### src/rtl/carry_lookahead_adder.sv
// Two-level carry-lookahead adder: 4-bit lookahead groups chained into 16-bit super-blocks,
// with a combinational sum/carry, block generate/propagate, and a one-cycle registered copy.
module carry_lookahead_adder #(
   parameter int WIDTH = 32
) (
   input  logic             clk,
   input  logic             rst,
   input  logic [WIDTH-1:0] A,
   input  logic [WIDTH-1:0] B,
   input  logic             C_in,
   output logic [WIDTH-1:0] S,
   output logic             C_out,
   output logic             G_out,
   output logic             P_out,
   output logic [WIDTH-1:0] S_q,
   output logic             C_out_q
);

   localparam int GROUP = 4;
   localparam int NG    = WIDTH / GROUP;
   localparam int NSB   = (NG + 3) / 4;
   localparam int NGP   = NSB * 4;

   if (WIDTH % GROUP != 0 || WIDTH < GROUP) begin : g_bad_width
      $error("carry_lookahead_adder: WIDTH must be a positive multiple of 4");
   end

   // Carries into positions 1..3 of a 4-wide lookahead unit, flat sum-of-products.
   function automatic logic [2:0] cla_carries(input logic [3:0] g, input logic [3:0] p,
                                              input logic ci);
      logic c1, c2, c3;
      c1 = g[0] | (p[0] & ci);
      c2 = g[1] | (p[1] & g[0]) | (p[1] & p[0] & ci);
      c3 = g[2] | (p[2] & g[1]) | (p[2] & p[1] & g[0]) | (p[2] & p[1] & p[0] & ci);
      return {c3, c2, c1};
   endfunction

   function automatic logic cla_gen(input logic [3:0] g, input logic [3:0] p);
      return g[3] | (p[3] & g[2]) | (p[3] & p[2] & g[1]) | (p[3] & p[2] & p[1] & g[0]);
   endfunction

   // Generate of the span [0, n) of super-blocks, expanded as an OR of product terms.
   function automatic logic span_gen(input logic [NSB-1:0] gv, input logic [NSB-1:0] pv,
                                     input int n);
      logic acc, term;
      acc = 1'b0;
      for (int i = 0; i < NSB; i++) begin
         if (i < n) begin
            term = gv[i];
            for (int j = i + 1; j < NSB; j++) begin
               if (j < n) term = term & pv[j];
            end
            acc = acc | term;
         end
      end
      return acc;
   endfunction

   function automatic logic span_prop(input logic [NSB-1:0] pv, input int n);
      logic acc;
      acc = 1'b1;
      for (int i = 0; i < NSB; i++) begin
         if (i < n) acc = acc & pv[i];
      end
      return acc;
   endfunction

   logic [WIDTH-1:0] g, p, c;
   logic [NGP-1:0]   gg, gp, gc;
   logic [NSB-1:0]   sg, sp, sc;

   assign g = A & B;
   assign p = A ^ B;

   for (genvar k = 0; k < NG; k++) begin : g_group
      assign gg[k]              = cla_gen(g[GROUP*k +: GROUP], p[GROUP*k +: GROUP]);
      assign gp[k]              = &p[GROUP*k +: GROUP];
      assign c[GROUP*k]         = gc[k];
      assign c[GROUP*k+1 +: 3]  = cla_carries(g[GROUP*k +: GROUP], p[GROUP*k +: GROUP], gc[k]);
   end

   // Missing groups in a partial top super-block are made transparent (no generate, full propagate).
   for (genvar k = NG; k < NGP; k++) begin : g_pad
      assign gg[k] = 1'b0;
      assign gp[k] = 1'b1;
   end

   for (genvar s = 0; s < NSB; s++) begin : g_super
      assign sg[s]        = cla_gen(gg[4*s +: 4], gp[4*s +: 4]);
      assign sp[s]        = &gp[4*s +: 4];
      assign gc[4*s]      = sc[s];
      assign gc[4*s+1 +: 3] = cla_carries(gg[4*s +: 4], gp[4*s +: 4], sc[s]);
   end

   always_comb begin
      sc    = '0;
      sc[0] = C_in;
      for (int j = 1; j < NSB; j++) begin
         sc[j] = span_gen(sg, sp, j) | (span_prop(sp, j) & C_in);
      end
      G_out = span_gen(sg, sp, NSB);
      P_out = span_prop(sp, NSB);
   end

   assign S     = p ^ c;
   assign C_out = G_out | (P_out & C_in);

   always_ff @(posedge clk or posedge rst) begin
      if (rst) begin
         S_q     <= '0;
         C_out_q <= 1'b0;
      end else begin
         S_q     <= S;
         C_out_q <= C_out;
      end
   end

endmodule

### config.mk
export PLATFORM = sky130hd
export DESIGN_NAME = carry_lookahead_adder
export DESIGN_NICKNAME = d
export VERILOG_FILES = /design/src/rtl/carry_lookahead_adder.sv
export SDC_FILE = /design/constraint.sdc
export NUM_CORES = 1
export LEC_CHECK = 0
export CORE_ASPECT_RATIO = 0.5
export CORE_UTILIZATION = 33
export CTS_CLUSTER_DIAMETER = 120
export DETAILED_ROUTE_END_ITERATION = 7
export MAX_ROUTING_LAYER = met4
export PLACE_DENSITY = 0.74
export SLEW_MARGIN = 20
export SYNTH_ARGS = -nofsm -noshare
export SYNTH_HDL_FRONTEND = slang
export SYNTH_SLANG_ARGS = --single-unit
### constraint.sdc
create_clock -name clk -period 5 [get_ports clk]
set_input_delay 1.25 -clock clk [delete_from_list [all_inputs] [get_ports clk]]
set_output_delay 1.25 -clock clk [all_outputs]
set_load 0.03 [all_outputs]
* After elaboration in Yosys (flattened, before gate mapping)
Cells that the tools add are included.
** Word-level totals
- Logic and storage cells :: 252
- Output and inout port bits :: 68
- Flip-flop bits (word level) :: 33
- Input bits :: 67
** Cells by class
- Reductions and logical operators :: 10
- Bitwise gates (word level) :: 240
** Operators by type and width (number)
- bitwise AND 1 bit :: 144
- OR 1 bit :: 93
- bitwise XOR 32 bit :: 2
- bitwise AND 32 bit :: 1
- AND reduction 16 bit :: 2
- AND reduction 4 bit :: 8

* Longest topological paths before layout
- Word-level depth :: 15
- Gate-level depth with buffers :: 9
- Depth with buffers taken out :: 8

* Worst setup path before layout
Ideal clock, no wire load.
- Path type :: input to output
- Start point :: input port A[1]
- End point :: output port S[14]
- Buffers on the path :: 0
- Data required time :: 3.750 ns
- Cell stages on the path :: 7
- Arrival :: 4.082 ns
- Setup slack :: -0.332 ns
- Path through :: ha_1 -> and4_1 -> and2_1 -> o21bai_2 -> a21oi_2 -> o2111a_1 -> a2111oi_0
** On the way
- Longest elaborated chain between the ends :: 10
- Elaborated cells on any way between the ends :: 16
- Those cells by class :: bitwise: 15; reduce/logical: 1
** RTL lines
- start, declared :: RTL line 8 : input logic [WIDTH-1:0] A,
- bitwise AND 32 bit or bitwise XOR 32 bit (tied branches) :: RTL line 72, 73
- bitwise AND 1 bit :: RTL line 39 : return g[3] | (p[3] & g[2]) | (p[3] & p[2] & g[1]) | (p[3] & p[2] & p[1] & g[0]);
- OR 1 bit or bitwise AND 1 bit (tied branches) :: RTL line 39
- OR 1 bit :: RTL line 39
- bitwise AND 1 bit :: RTL line 34 : c3 = g[2] | (p[2] & g[1]) | (p[2] & p[1] & g[0]) | (p[2] & p[1] & p[0] & ci);
- OR 1 bit :: RTL line 34
- OR 1 bit * :: RTL line 34
- bitwise AND 1 bit * :: RTL line 33 : c2 = g[1] | (p[1] & g[0]) | (p[1] & p[0] & ci);
- OR 1 bit * :: RTL line 33
- bitwise XOR 32 bit * :: RTL line 105 : assign S = p ^ c;
- end, declared :: RTL line 11 : output logic [WIDTH-1:0] S,
Every way passes the cells marked *; elsewhere a longest branch is shown, timed or not.

* Final worst setup path
- Start point :: input port B[3]
- End point :: output port S[5]
** On the way
- Longest elaborated chain between the ends :: 9
- Elaborated cells on any way between the ends :: 16
- Those cells by class :: bitwise: 15; reduce/logical: 1
** RTL lines
- start, declared :: RTL line 9 : input logic [WIDTH-1:0] B,
- bitwise XOR 32 bit :: RTL line 73 : assign p = A ^ B;
- bitwise AND 1 bit :: RTL line 39
- OR 1 bit or bitwise AND 1 bit (tied branches) (2 in a row) :: RTL line 39
- OR 1 bit :: RTL line 39
- OR 1 bit * :: RTL line 32 : c1 = g[0] | (p[0] & ci);
- bitwise AND 1 bit * :: RTL line 32
- OR 1 bit * :: RTL line 32
- bitwise XOR 32 bit * :: RTL line 105
Marked as above.

==> flow_metrics.env <==
export IMPL_cts_buffers_inserted=5
export IMPL_ys_flop_type="dfrtp_1"
export IMPL_synthArstFlopShare_pct=100
export IMPL_fillers=438
export IMPL_setup_tns_ps=-20.5
export IMPL_powerDensity_mw_per_mm2=309
export IMPL_tightestPinTransition_ps=567
export IMPL_htreeDepth=2
export IMPL_synth_enable_flop_cells=0
export IMPL_grt_pass1_vias=3088
export IMPL_peakVddDrop_mv=0.135
export IMPL_synthXorXnorAreaFrac_pct=6.74
export IMPL_num_antenna_cells=0
export IMPL_crit_fanout=4
export IMPL_setup_viol=1
export IMPL_power_share_switching_pct=40.5
export IMPL_coreArea_sq_mm=0.00696
export IMPL_areaGrowthSynthToFinish_pct=103
export IMPL_ys_types=48
export IMPL_post_route_period_util_pct=100
export IMPL_power_frac_clock_pct=20.1
export IMPL_synth_adder_area_share_pct=22.7
export IMPL_route_detailed_drc=0
export IMPL_drive_gt1_share_pct=37.2
export IMPL_wirelength_mm=10.1
export IMPL_crit_path_start="B[3]"
export IMPL_multi_input_area_sq_mm=0.00194
export IMPL_initial_core_util_pct=35.4
export IMPL_grt_max_degree=34
export IMPL_finalHoldViolCount=0
export IMPL_drt_initial_drc_count=160
export IMPL_vias=2966
export IMPL_cts_tree="yes"
export IMPL_intPower_mw=0.918
export IMPL_cp_top_family="buffers and inverters"
export IMPL_final_cell_mix="buf_4 (110), clkdlybuf4s50_1 (76), dfrtp_1 (33), ha_1 (17), a21oi_1 (16)"
export IMPL_ys_seq_area_share_pct=33.5
export IMPL_clk_pin_slew_ps=60
export IMPL_slew_viol_final=0
export IMPL_synth_nets=351
export IMPL_drt_first_pass_iters=5
export IMPL_synth_top_family_by_area="adder cells"
export IMPL_synth_area_sq_mm=0.00247
export IMPL_ys_warn_count=0
export IMPL_numClockSinks=33
export IMPL_clk_path_buf_depth=2
export IMPL_cp_required_ps=3750
export IMPL_endpoint_kind="primary output"
export IMPL_die_x_um=124
export IMPL_num_rows=21
export IMPL_antenna_found_initial=0
export IMPL_syn_inst=244
export IMPL_numPortBuffers=134
export IMPL_ctsHoldBuffers=0
export IMPL_path_buf_inv=4
export IMPL_synth_compound_area_share_pct=19.1
export IMPL_worstSetupPathType="in -> out"
export IMPL_synthMuxAreaShare_pct=0.456
export IMPL_die_area_sq_mm=0.00785
export IMPL_cp_start_kind="primary input"
export IMPL_whs_ps=1390
export IMPL_worstPathCellList="clkdlybuf4s50_1, ha_4, a21oi_1, o21ai_2, buf_4, nor2_1, inv_1, fa_1, xor2_1, buf_4"
export IMPL_grt_ovfl_total=0
export IMPL_grt_pass1_wl_mm=14.5
export IMPL_hold_path_class="in -> async"
export IMPL_avgSynthCellArea_sq_um=10.1
export IMPL_place_hpwl_mm=6.76
export IMPL_setup_slack_ps=-20.5
export IMPL_slowest_stage="clkdlybuf4s50_1"
export IMPL_cap_violations=0
export IMPL_power_frac_comb_pct=57.8
export IMPL_postRouteAntennaNets=0
export IMPL_arrival_ps=3770
export IMPL_maxSlewHeadroom_pct=61.9
export IMPL_cts_root_buf="clkbuf_16"
export IMPL_crit_path_frequent_cell="buf_4"
export IMPL_wl_per_cell_um=17.9
export IMPL_p_leak_nw=2.33
export IMPL_outcome="complete, but fails checks"
export IMPL_seqCellArea_sq_um=826
export IMPL_seq_power_share_pct=22.1
export IMPL_violations="setup timing"
export IMPL_p_sw_mw=0.626
export IMPL_fmax_mhz=199
export IMPL_fin_crit_ps=5020
export IMPL_nets=577
export IMPL_via_per_inst=5.28
export IMPL_routabilityCongestion=0.882
export IMPL_grt_total_usage_pct=23.5
export IMPL_io_pins=135
export IMPL_synthSimpleGateAreaFrac_pct=15.5
export IMPL_cp_slowest_stage_delay_ps=500
export IMPL_ys_seq_elements=33
export IMPL_final_common_cell="buf_4"
export IMPL_die_h_um=63.1
## worst min-delay path, delay by kind of cell
kind / cells / cell delay [ps]
buf+inv: 3 / 850
## Yosys cell counts, types with 2 or more instances
| master | number | area (sq um) |
|---|---|---|
| a2111oi_0 | 2 | 17.5 |
| a211oi_1 | 2 | 15.0 |
| a21o_1 | 7 | 52.6 |
| a21oi_1 | 21 | 105 |
| a221o_1 | 3 | 30.0 |
| a31oi_1 | 3 | 18.8 |
| and2_1 | 2 | 12.5 |
| and4_1 | 3 | 26.3 |
| dfrtp_1 | 33 | 826 |
| fa_1 | 8 | 160 |
| ha_1 | 32 | 400 |
| inv_1 | 9 | 33.8 |
| nand2_1 | 13 | 48.8 |
| nand2b_1 | 3 | 18.8 |
| nand3_1 | 4 | 20.0 |
| nand4_1 | 7 | 43.8 |
| nor2_1 | 13 | 48.8 |
| nor2b_1 | 5 | 31.3 |
| nor3_1 | 10 | 50.1 |
| nor4_1 | 3 | 18.8 |
| o21a_1 | 3 | 22.5 |
| o21ai_0 | 10 | 50.1 |
| o21ai_1 | 2 | 10.0 |
| o221ai_1 | 2 | 17.5 |
| o41ai_1 | 2 | 17.5 |
| or3_1 | 3 | 18.8 |
| xnor2_1 | 8 | 70.1 |
| xor2_1 | 11 | 96.3 |
## layout make-up
cell class              instances  share of cell area [%]
clock buffers                   7                    2.85
inverters                       9                   0.675
multi-input cells             200                    38.8
flip-flops and latches         33                    16.5
well taps                      92                    2.30
repair buffers                221                    38.9
## repair_timing
item,CTS,global route
gates cloned,0,0
pin swaps,31,19
setup buffers,12,5
resized for setup,53,42
setup endpoints to repair,14,22
## sequential cells by signal (all words and copies together), names as in the netlist
register  cells
C_out_q       1
S_q          32
## cell families (layout without fill, tap and decap cells)
family / Yosys count / count (layout)
adder cells (fa/ha/maj): 40 / 40
XOR/XNOR: 19 / 19
flip-flops: 33 / 33
AO/OA/AOI/OAI: 68 / 68
buffers and inverters: 11 / 237
AND/OR/NAND/NOR: 72 / 72
multiplexers: 1 / 1
## power groups by stage
stage / clock (mW) / sequential [mW] / combinational, mW
floorplan: 0 / 0.466 / 0.316
global placement: 0 / 0.341 / 0.793
detailed placement: 0 / 0.346 / 0.810
CTS: 0.307 / 0.341 / 0.850
global route: 0.325 / 0.348 / 0.936
finish: 0.310 / 0.341 / 0.893
## routing by layer
layer  share of wire (%)  GRT usage, %
met2                  55          45.7
met3                 4.3          3.74
met1                  37          24.4
met4                 3.9          7.83
met5                   0             -
## stage by stage
step                      power (mW)  worst slack (ps)  util (%)  area [sq um]  instances
final                           1.54             -20.5      71.8          5000        562
after floorplan                0.782              78.4         -          2470        244
after detailed placement        1.16              -276      62.6          4360        538
after CTS                       1.50             -3.99      68.5          4770        557
after global placement          1.13              -232      62.6          4360        538
after global routing            1.61              -111      71.8          5000        562
## how the worst max path moves through the flow
stage	slack, ps	endpoint	depth (start not counted)
6_report	-20	S[5]	10
4_1_cts	-4	S[17]	10
5_1_grt	-110	S[27]	11
3_5_place_dp	-280	C_out	8
2_1_floorplan	80	S[14]	7
3_3_place_gp	-230	C_out	8
Power figures use the tool's default switching activity.
